<file path="src/rtl/dffram_mem_bridge_pkg.sv">
// Shared types and constants for the core-to-DFFRAM memory bridge.
package dffram_mem_bridge_pkg;

    // Response sequencer states; only used when extra wait states are configured.
    typedef enum logic [1:0] {
        IDLE = 2'd0,
        WAIT = 2'd1,
        RESP = 2'd2
    } bridge_state_e;

    // Wide enough for wait-state counts of 0..7.
    localparam int WaitCntW = 3;

    // Default byte base address of the RAM window.
    localparam logic [31:0] DefaultBaseAddr = 32'h2000_0000;

    // A byte mask reaches the macro only for an accepted, enabled write.
    function automatic logic [3:0] write_mask(input logic en, input logic we,
                                              input logic [3:0] be);
        return (en && we) ? be : 4'h0;
    endfunction

endpackage

</file>
<file path="src/rtl/dffram_mem_bridge_if.sv">
// Core-side req/gnt/rvalid memory port, shared by the bridge and its requester.
interface dffram_mem_bridge_if;

    logic        req;
    logic        gnt;
    logic        we;
    logic [3:0]  be;
    logic [31:0] addr;
    logic [31:0] wdata;
    logic        rvalid;
    logic [31:0] rdata;
    logic        err;

    // The core drives requests and consumes grant and response.
    modport master (
        output req, we, be, addr, wdata,
        input  gnt, rvalid, rdata, err
    );

    // The bridge accepts requests and produces grant and response.
    modport slave (
        input  req, we, be, addr, wdata,
        output gnt, rvalid, rdata, err
    );

endinterface

</file>
<file path="src/rtl/dffram_mem_bridge_resp_delay.sv">
// Turns an issue pulse into a one-cycle response pulse WaitStates+1 cycles later,
// holding the error flag and the read data that goes with it.
module dffram_mem_bridge_resp_delay
    import dffram_mem_bridge_pkg::*;
#(
    parameter int WaitStates = 0
) (
    input  logic        clk_i,
    input  logic        rst_ni,
    input  logic        issue_i,
    input  logic        issue_err_i,
    input  logic        issue_rd_i,
    input  logic [31:0] ram_do_i,
    output logic        busy_o,
    output logic        rvalid_o,
    output logic        err_o,
    output logic [31:0] rdata_o
);

    if (WaitStates == 0) begin : g_no_wait

        logic rvalid_q, rvalid_d;
        logic err_q, err_d;
        logic rd_q, rd_d;

        // Remember what was issued this cycle; its response goes out next cycle.
        always_comb begin
            rvalid_d = issue_i;
            err_d    = issue_i & issue_err_i;
            rd_d     = issue_i & issue_rd_i;
        end

        // Response flags; a reset drops anything pending.
        always_ff @(posedge clk_i or negedge rst_ni) begin
            if (!rst_ni) begin
                rvalid_q <= 1'b0;
                err_q    <= 1'b0;
                rd_q     <= 1'b0;
            end else begin
                rvalid_q <= rvalid_d;
                err_q    <= err_d;
                rd_q     <= rd_d;
            end
        end

        // The macro output is already valid in the response cycle, so pass it straight through.
        always_comb begin
            busy_o   = 1'b0;
            rvalid_o = rvalid_q;
            err_o    = err_q;
            rdata_o  = (rvalid_q && rd_q) ? ram_do_i : 32'h0;
        end

    end else begin : g_wait

        localparam logic [WaitCntW-1:0] CntLoad = WaitCntW'(WaitStates);

        bridge_state_e         state_q, state_d;
        logic [WaitCntW-1:0]   cnt_q, cnt_d;
        logic                  err_q, err_d;
        logic                  rd_q, rd_d;
        logic [31:0]           rdata_q, rdata_d;

        // Sequencer: load the counter on issue, capture Do on the first wait cycle, respond when it runs out.
        always_comb begin
            state_d = state_q;
            cnt_d   = cnt_q;
            err_d   = err_q;
            rd_d    = rd_q;
            rdata_d = rdata_q;
            case (state_q)
                IDLE, RESP: begin
                    if (issue_i) begin
                        state_d = WAIT;
                        cnt_d   = CntLoad;
                        err_d   = issue_err_i;
                        rd_d    = issue_rd_i;
                    end else begin
                        state_d = IDLE;
                    end
                end
                WAIT: begin
                    if (cnt_q == CntLoad) begin
                        rdata_d = rd_q ? ram_do_i : 32'h0;
                    end
                    cnt_d = cnt_q - WaitCntW'(1);
                    if (cnt_q == WaitCntW'(1)) begin
                        state_d = RESP;
                    end
                end
                default: state_d = IDLE;
            endcase
        end

        // Sequencer registers; a reset abandons the pending response.
        always_ff @(posedge clk_i or negedge rst_ni) begin
            if (!rst_ni) begin
                state_q <= IDLE;
                cnt_q   <= '0;
                err_q   <= 1'b0;
                rd_q    <= 1'b0;
                rdata_q <= 32'h0;
            end else begin
                state_q <= state_d;
                cnt_q   <= cnt_d;
                err_q   <= err_d;
                rd_q    <= rd_d;
                rdata_q <= rdata_d;
            end
        end

        // Response outputs are only non-zero in the response cycle.
        always_comb begin
            busy_o   = (state_q == WAIT);
            rvalid_o = (state_q == RESP);
            err_o    = (state_q == RESP) && err_q;
            rdata_o  = (state_q == RESP) ? rdata_q : 32'h0;
        end

    end

endmodule

</file>
<file path="src/rtl/dffram_mem_bridge.sv">
// Bridges the core req/gnt/rvalid memory port onto a single-port DFFRAM macro.
module dffram_mem_bridge
    import dffram_mem_bridge_pkg::*;
#(
    parameter logic [31:0] BaseAddr   = DefaultBaseAddr,
    parameter int          RamAw      = 10,
    parameter int          WaitStates = 0,
    parameter bit          ReadOnly   = 1'b0
) (
    input  logic              clk_i,
    input  logic              rst_ni,
    dffram_mem_bridge_if.slave bus,
    output logic              ram_en_o,
    output logic [3:0]        ram_we_o,
    output logic [RamAw-1:0]  ram_a_o,
    output logic [31:0]       ram_di_o,
    input  logic [31:0]       ram_do_i
);

    localparam logic [31:0] WindowBytes = 32'd4 << RamAw;

    logic [31:0] offs;
    logic        hit;
    logic        bad;
    logic        busy;
    logic        issue;
    logic        issue_rd;

    // Decode the window (wrapping subtraction, so addresses below the base miss) and drive the macro in the grant cycle.
    always_comb begin
        offs     = bus.addr - BaseAddr;
        hit      = (offs < WindowBytes);
        bad      = !hit || (bus.we && ReadOnly) || (bus.we && (bus.be == 4'h0));
        issue    = bus.req && !busy;
        issue_rd = issue && !bad && !bus.we;
        bus.gnt  = issue;
        ram_en_o = issue && !bad;
        ram_we_o = write_mask(issue && !bad, bus.we, bus.be);
        ram_a_o  = offs[RamAw+1:2];
        ram_di_o = bus.wdata;
    end

    dffram_mem_bridge_resp_delay #(
        .WaitStates (WaitStates)
    ) u_resp_delay (
        .clk_i       (clk_i),
        .rst_ni      (rst_ni),
        .issue_i     (issue),
        .issue_err_i (bad),
        .issue_rd_i  (issue_rd),
        .ram_do_i    (ram_do_i),
        .busy_o      (busy),
        .rvalid_o    (bus.rvalid),
        .err_o       (bus.err),
        .rdata_o     (bus.rdata)
    );

endmodule
</file>
<file path="src/flat_wrapper.sv">
// flat-port wrapper written by rule: the top's interface ports become plain ports
module dffram_mem_bridge_flat import dffram_mem_bridge_pkg::*;
#(
    parameter logic [31:0] BaseAddr   = DefaultBaseAddr,
    parameter int          RamAw      = 10,
    parameter int          WaitStates = 0,
    parameter bit          ReadOnly   = 1'b0
)
  (clk_i, rst_ni, ram_en_o, ram_we_o, ram_a_o, ram_di_o, ram_do_i, bus_req, bus_we, bus_be, bus_addr, bus_wdata, bus_gnt, bus_rvalid, bus_rdata, bus_err);
  dffram_mem_bridge_if bus_i ();
  input  logic clk_i;
  input  logic rst_ni;
  output logic ram_en_o;
  output logic [3:0] ram_we_o;
  output logic [RamAw-1:0] ram_a_o;
  output logic [31:0] ram_di_o;
  input  logic [31:0] ram_do_i;
  input wire logic [$bits(bus_i.req)-1:0] bus_req;
  input wire logic [$bits(bus_i.we)-1:0] bus_we;
  input wire logic [$bits(bus_i.be)-1:0] bus_be;
  input wire logic [$bits(bus_i.addr)-1:0] bus_addr;
  input wire logic [$bits(bus_i.wdata)-1:0] bus_wdata;
  output wire logic [$bits(bus_i.gnt)-1:0] bus_gnt;
  output wire logic [$bits(bus_i.rvalid)-1:0] bus_rvalid;
  output wire logic [$bits(bus_i.rdata)-1:0] bus_rdata;
  output wire logic [$bits(bus_i.err)-1:0] bus_err;
  assign bus_i.req = bus_req;
  assign bus_i.we = bus_we;
  assign bus_i.be = bus_be;
  assign bus_i.addr = bus_addr;
  assign bus_i.wdata = bus_wdata;
  assign bus_gnt = bus_i.gnt;
  assign bus_rvalid = bus_i.rvalid;
  assign bus_rdata = bus_i.rdata;
  assign bus_err = bus_i.err;
  dffram_mem_bridge #(.BaseAddr(BaseAddr), .RamAw(RamAw), .WaitStates(WaitStates), .ReadOnly(ReadOnly)) u_core (.clk_i(clk_i), .rst_ni(rst_ni), .bus(bus_i), .ram_en_o(ram_en_o), .ram_we_o(ram_we_o), .ram_a_o(ram_a_o), .ram_di_o(ram_di_o), .ram_do_i(ram_do_i));
endmodule
</file>
<file path="config.mk">
export PLATFORM = sky130hd
export DESIGN_NAME = dffram_mem_bridge_flat
export DESIGN_NICKNAME = d
export VERILOG_FILES = /design/src/rtl/dffram_mem_bridge_pkg.sv /design/src/rtl/dffram_mem_bridge_if.sv /design/src/rtl/dffram_mem_bridge_resp_delay.sv /design/src/rtl/dffram_mem_bridge.sv /design/src/flat_wrapper.sv
export SDC_FILE = /design/constraint.sdc
export NUM_CORES = 1
export LEC_CHECK = 0
export CAP_MARGIN = 25
export CORE_AREA = 2 2 72 74
export CTS_BUF_LIST = sky130_fd_sc_hd__clkbuf_2
export DETAILED_ROUTE_END_ITERATION = 8
export DIE_AREA = 0 0 74 76
export PLACE_DENSITY = 0.88
export SLEW_MARGIN = 0
export SYNTH_ARGS = -nofsm -noshare
export SYNTH_HDL_FRONTEND = slang
export SYNTH_SLANG_ARGS = --single-unit
export TNS_END_PERCENT = 5
</file>
<file path="constraint.sdc">
create_clock -name clk_i -period 2.2 [get_ports clk_i]
set_clock_uncertainty 0.05 [all_clocks]
set_input_delay 0.44 -clock clk_i [delete_from_list [all_inputs] [get_ports clk_i]]
set_output_delay 0.44 -clock clk_i [all_outputs]
set_load 0.02 [all_outputs]
</file>
==> results.py <==
metrics = {
    "worst_setup_path": {
        "slowest_delay_ns": 0.33,
        "critPathRequiredTime_ns": 1.71,
        "cp_data_arrival_time_ns": 1.73,
        "slowest_stage": "nor4_4",
        "critical_path.max_fanout": 4,
        "crit_type": "primary input to output port",
        "startpoint": "bus_addr[17]",
        "critPathLaunchType": "primary input",
        "critPathCaptureType": "output port",
        "crit_end": "ram_we_o[0]",
        "path_cells": "dlygate4sd2_1, nor4b_4, nand2_2, nor4_4, and2_1, buf_4",
    },
    "timing": {
        "hold_violations": 0,
        "maxSlewHeadroom": 0.814,
        "grt_setup_unrepaired": "true",
        "fin_crit_ns": 2.22,
        "fin_hold_ws_ns": 0.369,
        "fin_tns_setup_ns": -0.0773,
        "setup_ws_ns": -0.0229,
        "finalCritPeriodShare": 1.01,
        "finalSetupViolations": 4,
        "timing.final.max_slew_violations": 0,
        "max_freq_ghz": 0.450,
        "worst_pin_slew_ns": 0.277,
    },
    "route": {
        "drt-wirelength-per-cell_um": 11.9,
        "drt_wl_total_mm": 2.91,
        "via_per_inst": 4.03,
        "antenna_left": 0,
        "drc": 0,
        "drt_pre_antenna_iters": 2,
        "drt_iter0_drc": 1,
        "vias": 988,
    },
    "synth": {
        "synth_nets": 213,
        "syn_inst": 108,
        "ys_seq_elements": 3,
        "avgSynthCellArea_um2": 7.41,
        "ys_types": 17,
        "seq_area_frac_synth": 0.0938,
        "synth_area_um2": 801,
        "synth_warnings": 0,
    },
    "cells_and_area": {
        "antenna_cells": 0,
        "layout_common_cells": "clkdlybuf4s50_1, and3_1, buf_4",
        "multi_input_area_um2": 457,
        "drive_gt1_frac": 0.240,
        "syn_to_final_growth_pct": 116,
        "nets": 281,
        "seq_area_um2": 75.1,
        "final_common_cell": "clkdlybuf4s50_1",
        "nFillCells": 512,
        "final_util": 0.352,
    },
    "power": {
        "leakagePower_nw": 0.838,
        "irDropWorstVdd_v": 0.0000962,
        "power_mw": 0.278,
        "cellPowerDensity_nw_per_um2": 161,
    },
    "global_route": {
        "grt_pass1_vias": 988,
        "grt_pass1_wl_mm": 4.36,
        "grt_max_degree": 21,
        "grtUsageTotal": 0.0976,
        "grt-ovfl-total": 0,
        "antenna_found_initial": 0,
    },
    "floorplanning": {
        "core-area_um2": 4910,
        "initial_utilization": 0.163,
        "die_width_um": 74,
        "fp-row-count": 26,
        "boundaryPins": 186,
        "die_area_um2": 5620,
        "die_y_um": 76,
    },
    "placed_design": {
        "dp_hpwl_mm": 2.42,
        "pre_cts_slack_ns": -1.02,
        "gp_congestion": 0.684,
        "portBuffers": 99,
    },
    "cts": {
        "clk_pin_slew_ns": 0.04,
        "cts_htree_levels": 1,
        "root_buffer": "clkbuf_2",
        "cts_tree": "yes",
        "clkSinkCount": 3,
        "cts-hold-fix-buffers": 0,
        "cts-buffers-inserted": 3,
        "cts.path.max_buffers": 2,
    },
    "job": {
        "cap_violations": 0,
    },
    "status": {
        "status": "finished, violations left",
        "violations": "negative setup slack",
    },
    "hold_path": {
        "min_path_type": "primary input to async pin",
    },
}
-- worst max-delay path: cells and delay by family --
kind          cells  cell delay [ns]
buf+inv           2             0.38
simple gates      4             0.90
-- layer usage --
| metal | track usage | part of all wire |
|---|---|---|
| met1 | 0.0827 | 0.30 |
| met2 | 0.175 | 0.49 |
| met3 | 0.0595 | 0.19 |
| met4 | 0.0436 | 0.022 |
| met5 | 0 | 0 |
-- Yosys cell counts --
library cell	number	share of area
and2_1	4	0.031
nor3b_1	1	0.0094
nor4_2	4	0.063
and3b_1	1	0.011
xnor2_1	1	0.011
and2_2	2	0.019
clkbuf_1	6	0.028
nor2b_1	1	0.0078
nor4_1	2	0.016
buf_4	43	0.40
inv_1	2	0.0094
nand4_1	1	0.0078
ha_1	1	0.016
nand2_1	3	0.014
dfrtp_1	3	0.094
nor4b_1	1	0.011
and3_1	32	0.25
-- worst min-delay path by stage --
stage / startpoint / to / slack [ns] / cells after the start
6_report: rst_ni / u_core.u_resp_delay.rvalid_o / 0.37 / 1
3_3_place_gp: rst_ni / u_core.u_resp_delay.err_o / 0.58 / 1
4_1_cts: rst_ni / u_core.u_resp_delay.rvalid_o / 0.36 / 1
5_1_grt: rst_ni / u_core.u_resp_delay.rvalid_o / 0.35 / 1
2_1_floorplan: rst_ni / u_core.u_resp_delay.err_o / 0.09 / 0
3_5_place_dp: rst_ni / u_core.u_resp_delay.err_o / 0.59 / 1
-- flip-flops by register name, indices dropped and copies added, names as in the netlist --
signal / flops
u_core.u_resp_delay.rvalid_o: 1
u_core.u_resp_delay.err_o: 1
u_core.u_resp_delay.g_no_wait.rd_q: 1
-- layout make-up --
cell class | count | area share
inverter | 2 | 0.00579
clock buffer | 4 | 0.0116
tap | 70 | 0.0507
timing repair buffer | 112 | 0.624
sequential | 3 | 0.0434
multi-input combinational | 54 | 0.264
-- timing repair --
item,in CTS,in global routing
pin swaps,14,7
resized for setup,75,14
endpoints found under the setup margin,5,7
buffers inserted,5,1
-- power by group --
| part | total [mW] | internal (mW) | switching (mW) |
|---|---|---|---|
| combinational | 0.144 | 0.102 | 0.0418 |
| sequential | 0.0581 | 0.0573 | 0.000828 |
| clock | 0.0765 | 0.0479 | 0.0286 |
-- logic make-up after synthesis --
group / share of synthesized area
xor gates and xnor gates: 0.0109
adders and majority gates: 0.0156
buffers and inverters: 0.441
DFF: 0.0937
and+or+nand+nor: 0.439
-- per-stage QoR --
step	instance area (um^2)	instances
2_1_floorplan	801	108
5_1_grt	1730	245
4_1_cts	1670	244
3_3_place_gp	1590	235
3_5_place_dp	1590	235
6_report	1730	245
Power figures use the tool's default switching activity.
